File: src/rtl/imsic_msi_scheduler.sv
// Round-robin scheduler that turns MSI requests into seteipnum_le writes for one AXI-lite master.
// Latency: ready in the grant cycle, start one cycle later, IDLE again one cycle after busy falls.
// Backpressure: grants only in IDLE; requesters hold valid/payload until their one-hot ready pulse.
module imsic_msi_scheduler #(
    parameter int          NR_REQ                = 4,
    parameter int          NR_IMSICS             = 4,
    parameter int          NR_VS_FILES_PER_IMSIC = 1,
    parameter int          NR_SRC                = 30,
    parameter int          AXI_ADDR_WIDTH        = 64,
    parameter int          AXI_DATA_WIDTH        = 64,
    parameter logic [63:0] IMSIC_BASE            = 64'h2800_0000,
    parameter logic [63:0] IMSIC_STRIDE          = 64'h4000,
    localparam int NR_SRC_LEN    = $clog2(NR_SRC),
    localparam int NR_INTP_FILES = 2 + NR_VS_FILES_PER_IMSIC,
    localparam int IMSIC_LEN     = (NR_IMSICS > 1) ? $clog2(NR_IMSICS) : 1,
    localparam int FILE_LEN      = (NR_INTP_FILES > 1) ? $clog2(NR_INTP_FILES) : 1,
    localparam int REQ_LEN       = (NR_REQ > 1) ? $clog2(NR_REQ) : 1
) (
    input  logic                                 i_clk,
    input  logic                                 i_rst,
    input  logic [NR_REQ-1:0]                    i_req_valid,
    input  logic [NR_REQ-1:0][IMSIC_LEN-1:0]     i_req_imsic,
    input  logic [NR_REQ-1:0][FILE_LEN-1:0]      i_req_file,
    input  logic [NR_REQ-1:0][NR_SRC_LEN-1:0]    i_req_id,
    output logic [NR_REQ-1:0]                    o_req_ready,
    output logic                                 o_wr_start,
    output logic [AXI_ADDR_WIDTH-1:0]            o_wr_addr,
    output logic [AXI_DATA_WIDTH-1:0]            o_wr_data,
    input  logic                                 i_wr_busy,
    output logic                                 o_busy,
    output logic                                 o_err,
    output logic [REQ_LEN-1:0]                   o_err_src
);

    typedef enum logic [1:0] {
        S_IDLE   = 2'd0,
        S_ISSUE  = 2'd1,
        S_ACTIVE = 2'd2,
        S_ERR    = 2'd3
    } state_t;

    state_t                    state_q, state_d;
    logic [REQ_LEN-1:0]        rr_ptr_q;
    logic [REQ_LEN-1:0]        src_q;
    logic [AXI_ADDR_WIDTH-1:0] addr_q;
    logic [AXI_DATA_WIDTH-1:0] data_q;
    logic                      rst_hold_q;

    logic                      grant_vld;
    logic [REQ_LEN-1:0]        grant_idx;
    logic [REQ_LEN:0]          rr_sum;
    logic                      can_grant;
    logic                      req_bad;
    logic [IMSIC_LEN-1:0]      sel_imsic;
    logic [FILE_LEN-1:0]       sel_file;
    logic [NR_SRC_LEN-1:0]     sel_id;
    logic [AXI_ADDR_WIDTH-1:0] addr_c;
    logic [AXI_DATA_WIDTH-1:0] data_c;
    logic [REQ_LEN-1:0]        rr_next;

    // Pick the first pending requester at or after rr_ptr, wrapping at NR_REQ.
    always_comb begin
        grant_vld = 1'b0;
        grant_idx = '0;
        rr_sum    = '0;
        for (int i = 0; i < NR_REQ; i++) begin
            rr_sum = {1'b0, rr_ptr_q} + (REQ_LEN+1)'(i);
            if (rr_sum >= (REQ_LEN+1)'(NR_REQ)) begin
                rr_sum = rr_sum - (REQ_LEN+1)'(NR_REQ);
            end
            if (!grant_vld && i_req_valid[rr_sum[REQ_LEN-1:0]]) begin
                grant_vld = 1'b1;
                grant_idx = rr_sum[REQ_LEN-1:0];
            end
        end
    end

    assign sel_imsic = i_req_imsic[grant_idx];
    assign sel_file  = i_req_file[grant_idx];
    assign sel_id    = i_req_id[grant_idx];

    // Identity 0 is reserved; out-of-range file/IMSIC would hit a non-existent page.
    assign req_bad = (sel_id == '0)
                  || (32'(sel_id)    >= NR_SRC)
                  || (32'(sel_file)  >= NR_INTP_FILES)
                  || (32'(sel_imsic) >= NR_IMSICS);

    // seteipnum_le sits at offset 0 of each 4 KiB interrupt-file page.
    assign addr_c = AXI_ADDR_WIDTH'(IMSIC_BASE)
                  + AXI_ADDR_WIDTH'(sel_imsic) * AXI_ADDR_WIDTH'(IMSIC_STRIDE)
                  + (AXI_ADDR_WIDTH'(sel_file) << 12);
    assign data_c = AXI_DATA_WIDTH'(sel_id);

    // No grant while reset is asserted or in the first cycle after it releases.
    assign can_grant = (state_q == S_IDLE) && grant_vld && !i_rst && !rst_hold_q;
    assign rr_next   = (grant_idx == REQ_LEN'(NR_REQ - 1)) ? '0 : grant_idx + 1'b1;

    // Next-state and per-state pulse outputs.
    always_comb begin
        state_d     = state_q;
        o_req_ready = '0;
        o_wr_start  = 1'b0;
        o_err       = 1'b0;
        case (state_q)
            S_IDLE: begin
                if (can_grant) begin
                    o_req_ready[grant_idx] = 1'b1;
                    state_d = req_bad ? S_ERR : S_ISSUE;
                end
            end
            S_ISSUE: begin
                o_wr_start = 1'b1;
                state_d    = S_ACTIVE;
            end
            S_ACTIVE: begin
                if (!i_wr_busy) begin
                    state_d = S_IDLE;
                end
            end
            S_ERR: begin
                o_err   = 1'b1;
                state_d = S_IDLE;
            end
            default: state_d = S_IDLE;
        endcase
    end

    // FSM state register.
    always_ff @(posedge i_clk or posedge i_rst) begin
        if (i_rst) begin
            state_q <= S_IDLE;
        end else begin
            state_q <= state_d;
        end
    end

    // One-cycle synchronous release after reset deasserts.
    always_ff @(posedge i_clk or posedge i_rst) begin
        if (i_rst) begin
            rst_hold_q <= 1'b1;
        end else begin
            rst_hold_q <= 1'b0;
        end
    end

    // Capture pointer and write payload at grant; held through ISSUE/ACTIVE/ERR.
    always_ff @(posedge i_clk or posedge i_rst) begin
        if (i_rst) begin
            rr_ptr_q <= '0;
            src_q    <= '0;
            addr_q   <= '0;
            data_q   <= '0;
        end else if (can_grant) begin
            rr_ptr_q <= rr_next;
            src_q    <= grant_idx;
            addr_q   <= addr_c;
            data_q   <= data_c;
        end
    end

    assign o_wr_addr = addr_q;
    assign o_wr_data = data_q;
    assign o_err_src = src_q;
    assign o_busy    = (state_q != S_IDLE);

endmodule

File: config.mk
export PLATFORM = sky130hd
export DESIGN_NAME = imsic_msi_scheduler
export DESIGN_NICKNAME = d
export VERILOG_FILES = /design/src/rtl/imsic_msi_scheduler.sv
export SDC_FILE = /design/constraint.sdc
export NUM_CORES = 1
export LEC_CHECK = 0
export ABC_CLOCK_PERIOD_IN_PS = 2200
export BUFFER_PORTS_ARGS = -buffer_cell sky130_fd_sc_hd__buf_2
export CAP_MARGIN = 20
export CORE_AREA = 2 2 81 83
export DETAILED_ROUTE_END_ITERATION = 16
export DIE_AREA = 0 0 83 85
export HOLD_SLACK_MARGIN = 0.1
export PLACE_DENSITY = 0.83
export SLEW_MARGIN = 20
export SYNTH_ARGS = -nofsm -noshare
export SYNTH_HDL_FRONTEND = slang
export SYNTH_SLANG_ARGS = --single-unit
File: constraint.sdc
create_clock -name i_clk -period 2.2 [get_ports i_clk]
set_input_delay 0.44 -clock i_clk [delete_from_list [all_inputs] [get_ports i_clk]]
set_output_delay 0.44 -clock i_clk [all_outputs]
set_load 0.01 [all_outputs]
==> results.md <==
- Avg Synthesized Cell Area: between 8 and 9 um^2
- Slew Limit Fails: 0
- Register area share after synthesis: 0.1995
- First-pass GRT wire length: 7.645 mm
- Synth area leader: buf_4
- LEAKAGE: 1.347 nW
- Worst R2R Setup Slack: 0 ns
- Die area: 7055 um^2
- Slew HR: 0.5712
- Mux contribution to synthesized area: 0.03160
- Top post-synthesis cells by area: buf_4 (41%), dfrtp_1 (19%), nand3_1 (3.5%)
- Total stage count of the critical path: 8
- Core Box Area: 6205 um^2
- Post-Route WL: 5.069 mm
- Post-DP HPWL: 4.160 mm
- Top Layer Used: met5
- Post-Synth XOR/XNOR Area: 0
- Worst slew pin tran: 0.6425 ns
- Met2 Wirelength: approximately 2.6 mm
- VDD IR max: approximately 0.37 mV
- Storage element area: about 430 um^2
- Drt first pass iters: 4
- Clock latency on the worst-skew pair: around 0.25 ns
- Buf/Inv on CP: 3
- Number of synthesized register bits: 17
- Top cell type's share of synthesized area: 0.4143
- Worst Path Arrival: 1.82 ns
- Root Buffer: clkbuf_8
- Most frequent cells in the layout: conb_1 (118), buf_2 (59), buf_4 (24), nand2_1 (17)
- Compound-cell area share of the yosys netlist: 0.1317
- Failing checks: negative setup slack
- Post-synth cell types: 39
- Commonest non-fill, non-tap cell in the layout: conb_1
- Drt wl/cell: between 10 and 15 um
- DIE HEIGHT: 85 um
- RSZ-0062 raised after global routing: yes
- CP peak stage delay: 0.54 ns
- Initial DRC Count: 77
- Setup ws final: -0.05734 ns
- Mapped Area: ~2100 um^2
- Pin count of the biggest net entering global routing: 18
- Multi-input logic area: 1287 um^2
- Initial antenna violation count: 1
- Setup CP Type: in -> out
- Worst Reg2Reg Path Length in Cells: 8
- Final Hold Viols: 0
- Vias: 1745
- Gr usage total: 0.1340
- Grt total ovfl: 0
- Routed met3 length: about 380 um
- Largest family of logic cells by synthesized area: buffers and inverters
- Nets: 395
- Top delay family on crit path: simple AND/OR/NAND/NOR gates
- Peak Freq: between 400 and 500 MHz
- Share of layout cells above drive strength 1: 0.3602
- WHS: 0.2836 ns
- Die width: 83 um
- CP Capture Type: output port
- Fin crit share: 1.026
- Gpl congestion: 0.8822
- Clk sink count: 17
- Hold-fix buffers, CTS: 0
- Worst-path clk slew: 0.06 ns
- Post-Synth Simple-Gate Area: 0.1679
- Reg-to-Reg Start: rr_ptr_q[0]$_DFFE_PP0P_
- CTS H-tree lvls: 1
- Startpoint Class: primary input
- Syn-to-layout area delta: 12.64%
- # rows: 29
- Clock Skews: 0.003497 ns
- Final ANT Viol Nets: 0
- Min-Delay Path Class: in -> async
- Synth Warn #: 0
- Vias/cell: between 4 and 5
- Worst setup path startpoint: i_req_valid[2]
- Vias in the first global route: roughly 1.5k
- Final setup fails: 4
- Max_cap viols: 0
- Top Ports: 180
- Fin cells: 424
- Min Tclk post-route: 2.257 ns
- Power per cell area: 919.3 nW/um^2
- CTS tree: built
- Synthesized instance count: 265
- Antenna diode count: 0
- CTS Buf Count: 3
- Post-Route M1 WL: 2.053 mm
- Placed insts: between 400 and 500
- Run status: finished, violations left
- Synth Area in Adders: 0.02341
- Slowest CP cell: or4_4
- # DRC: 0
- Fillcell total: roughly 660
- I/O Buffers: 62
- Required time of the critical path: 1.76 ns
- Worst-path fanout max: 4
- Worst-path cell chain: buf_2 > nor2b_1 > or4_4 > nand2_4 > inv_2 > ha_2 > and2_4 > buf_6
- FF-to-FF End: state_q[1]$_DFFE_PP0P_
- CP endpoint: o_req_ready[0]
- Max clock buf depth: 2
- Starting Density: 0.3446
==> state kept, by name, summed over array words and instances, names as in the netlist <==
signal / flops
o_err_src: 2
o_wr_data: 5
rr_ptr_q: 2
o_wr_addr: 5
state_q: 2
rst_hold_q: 1
==> timing repair <==
action                                  CTS  global route
resized for setup                         7            16
pin swaps                                 5             2
endpoints found under the setup margin    4             6
setup buffers                             5             1
==> report_power, final <==
part           internal (mW)  leakage [nW]  switching, mW  total, mW
clock                  0.128        0.0228          0.103      0.232
combinational          0.672          1.12          0.785       1.46
sequential             0.444         0.204         0.0823      0.526
==> cell usage after synthesis <==
| cell | number |
|---|---|
| a211o_1 | 5 |
| a21bo_1 | 1 |
| a21bo_2 | 2 |
| a21oi_1 | 5 |
| a221oi_1 | 4 |
| a22o_1 | 2 |
| a31o_2 | 3 |
| a32oi_1 | 3 |
| and2_1 | 8 |
| and3_1 | 5 |
| buf_1 | 2 |
| buf_2 | 3 |
| buf_4 | 118 |
| buf_6 | 1 |
| clkbuf_1 | 3 |
| clkinv_1 | 1 |
| conb_1 | 1 |
| dfrtp_1 | 16 |
| dfstp_2 | 1 |
| ha_1 | 4 |
| inv_1 | 4 |
| mux2_2 | 6 |
| nand2_1 | 18 |
| nand2b_1 | 1 |
| nand3_1 | 15 |
| nor2_1 | 4 |
| nor2_2 | 1 |
| nor2b_1 | 4 |
| nor3_1 | 2 |
| nor3b_1 | 3 |
| nor4_1 | 3 |
| o21ai_0 | 9 |
| o21ai_1 | 1 |
| o21bai_1 | 1 |
| o221a_1 | 1 |
| o41ai_1 | 1 |
| or2_2 | 1 |
| or4_4 | 1 |
| or4b_4 | 1 |
==> stage by stage <==
stage          cell area (um^2)  utilization  total power, mW  setup WS (ns)  TNS (ns)
6_report                   2409       0.3882            2.214       -0.05734   -0.1771
5_1_grt                    2409       0.3882            2.415        -0.1197   -0.5726
4_1_cts                    2341       0.3773            2.152       -0.06491   -0.1982
2_1_floorplan              2613            -            1.522      0.0009031         0
3_3_place_gp               2232       0.3598            1.790        -0.1429   -0.7121
3_5_place_dp               2232       0.3598            1.831        -0.2150    -1.144
==> cell type report <==
cell class	count	area share
Timing Repair Buffer	88	0.2208
Clock buffer	4	0.01870
Inverter	5	0.008312
Multi-Input combinational cell	233	0.5345
Sequential cell	17	0.1777
Tap cell	77	0.04000
==> cell families after synthesis <==
| kind of cell | count (synthesis) |
|---|---|
| buf+inv | 132 |
| simple gates | 67 |
| compound gates | 38 |
| flops | 17 |
| mux | 6 |
| fa+ha+maj | 4 |
| other cells | 1 |
==> how the worst min path moves through the flow <==
stage          slack (ns)                   endpoint                 startpoint  cells after the start
6_report             0.28  o_wr_addr[29]$_DFFE_PP0P_                      i_rst                      2
2_1_floorplan        0.37   o_err_src[0]$_DFFE_PP0P_                      i_rst                      1
5_1_grt              0.34  o_wr_addr[29]$_DFFE_PP0P_                      i_rst                      2
3_5_place_dp         0.47  o_wr_addr[13]$_DFFE_PP0P_  o_wr_addr[13]$_DFFE_PP0P_                      2
3_3_place_gp         0.46  o_wr_addr[13]$_DFFE_PP0P_  o_wr_addr[13]$_DFFE_PP0P_                      2
4_1_cts              0.30  o_wr_addr[29]$_DFFE_PP0P_                      i_rst                      2
==> routing by layer <==
metal,up-vias,GRT usage
met5,-,0
met3,8,0.02529
met4,2,0.03577
met1,810,0.1714
met2,108,0.2324
li1,817,-
==> worst register-to-register path, cell delays in order (launching register included) <==
cell,delay (ns)
dfrtp_2,0.40
nor2b_4,0.06
or4b_4,0.55
buf_4,0.19
a21bo_2,0.20
a32oi_2,0.28
nand2_1,0.08
o221a_1,0.25
o21ai_1,0.12
No activity file was read; power rests on OpenSTA's default activity.
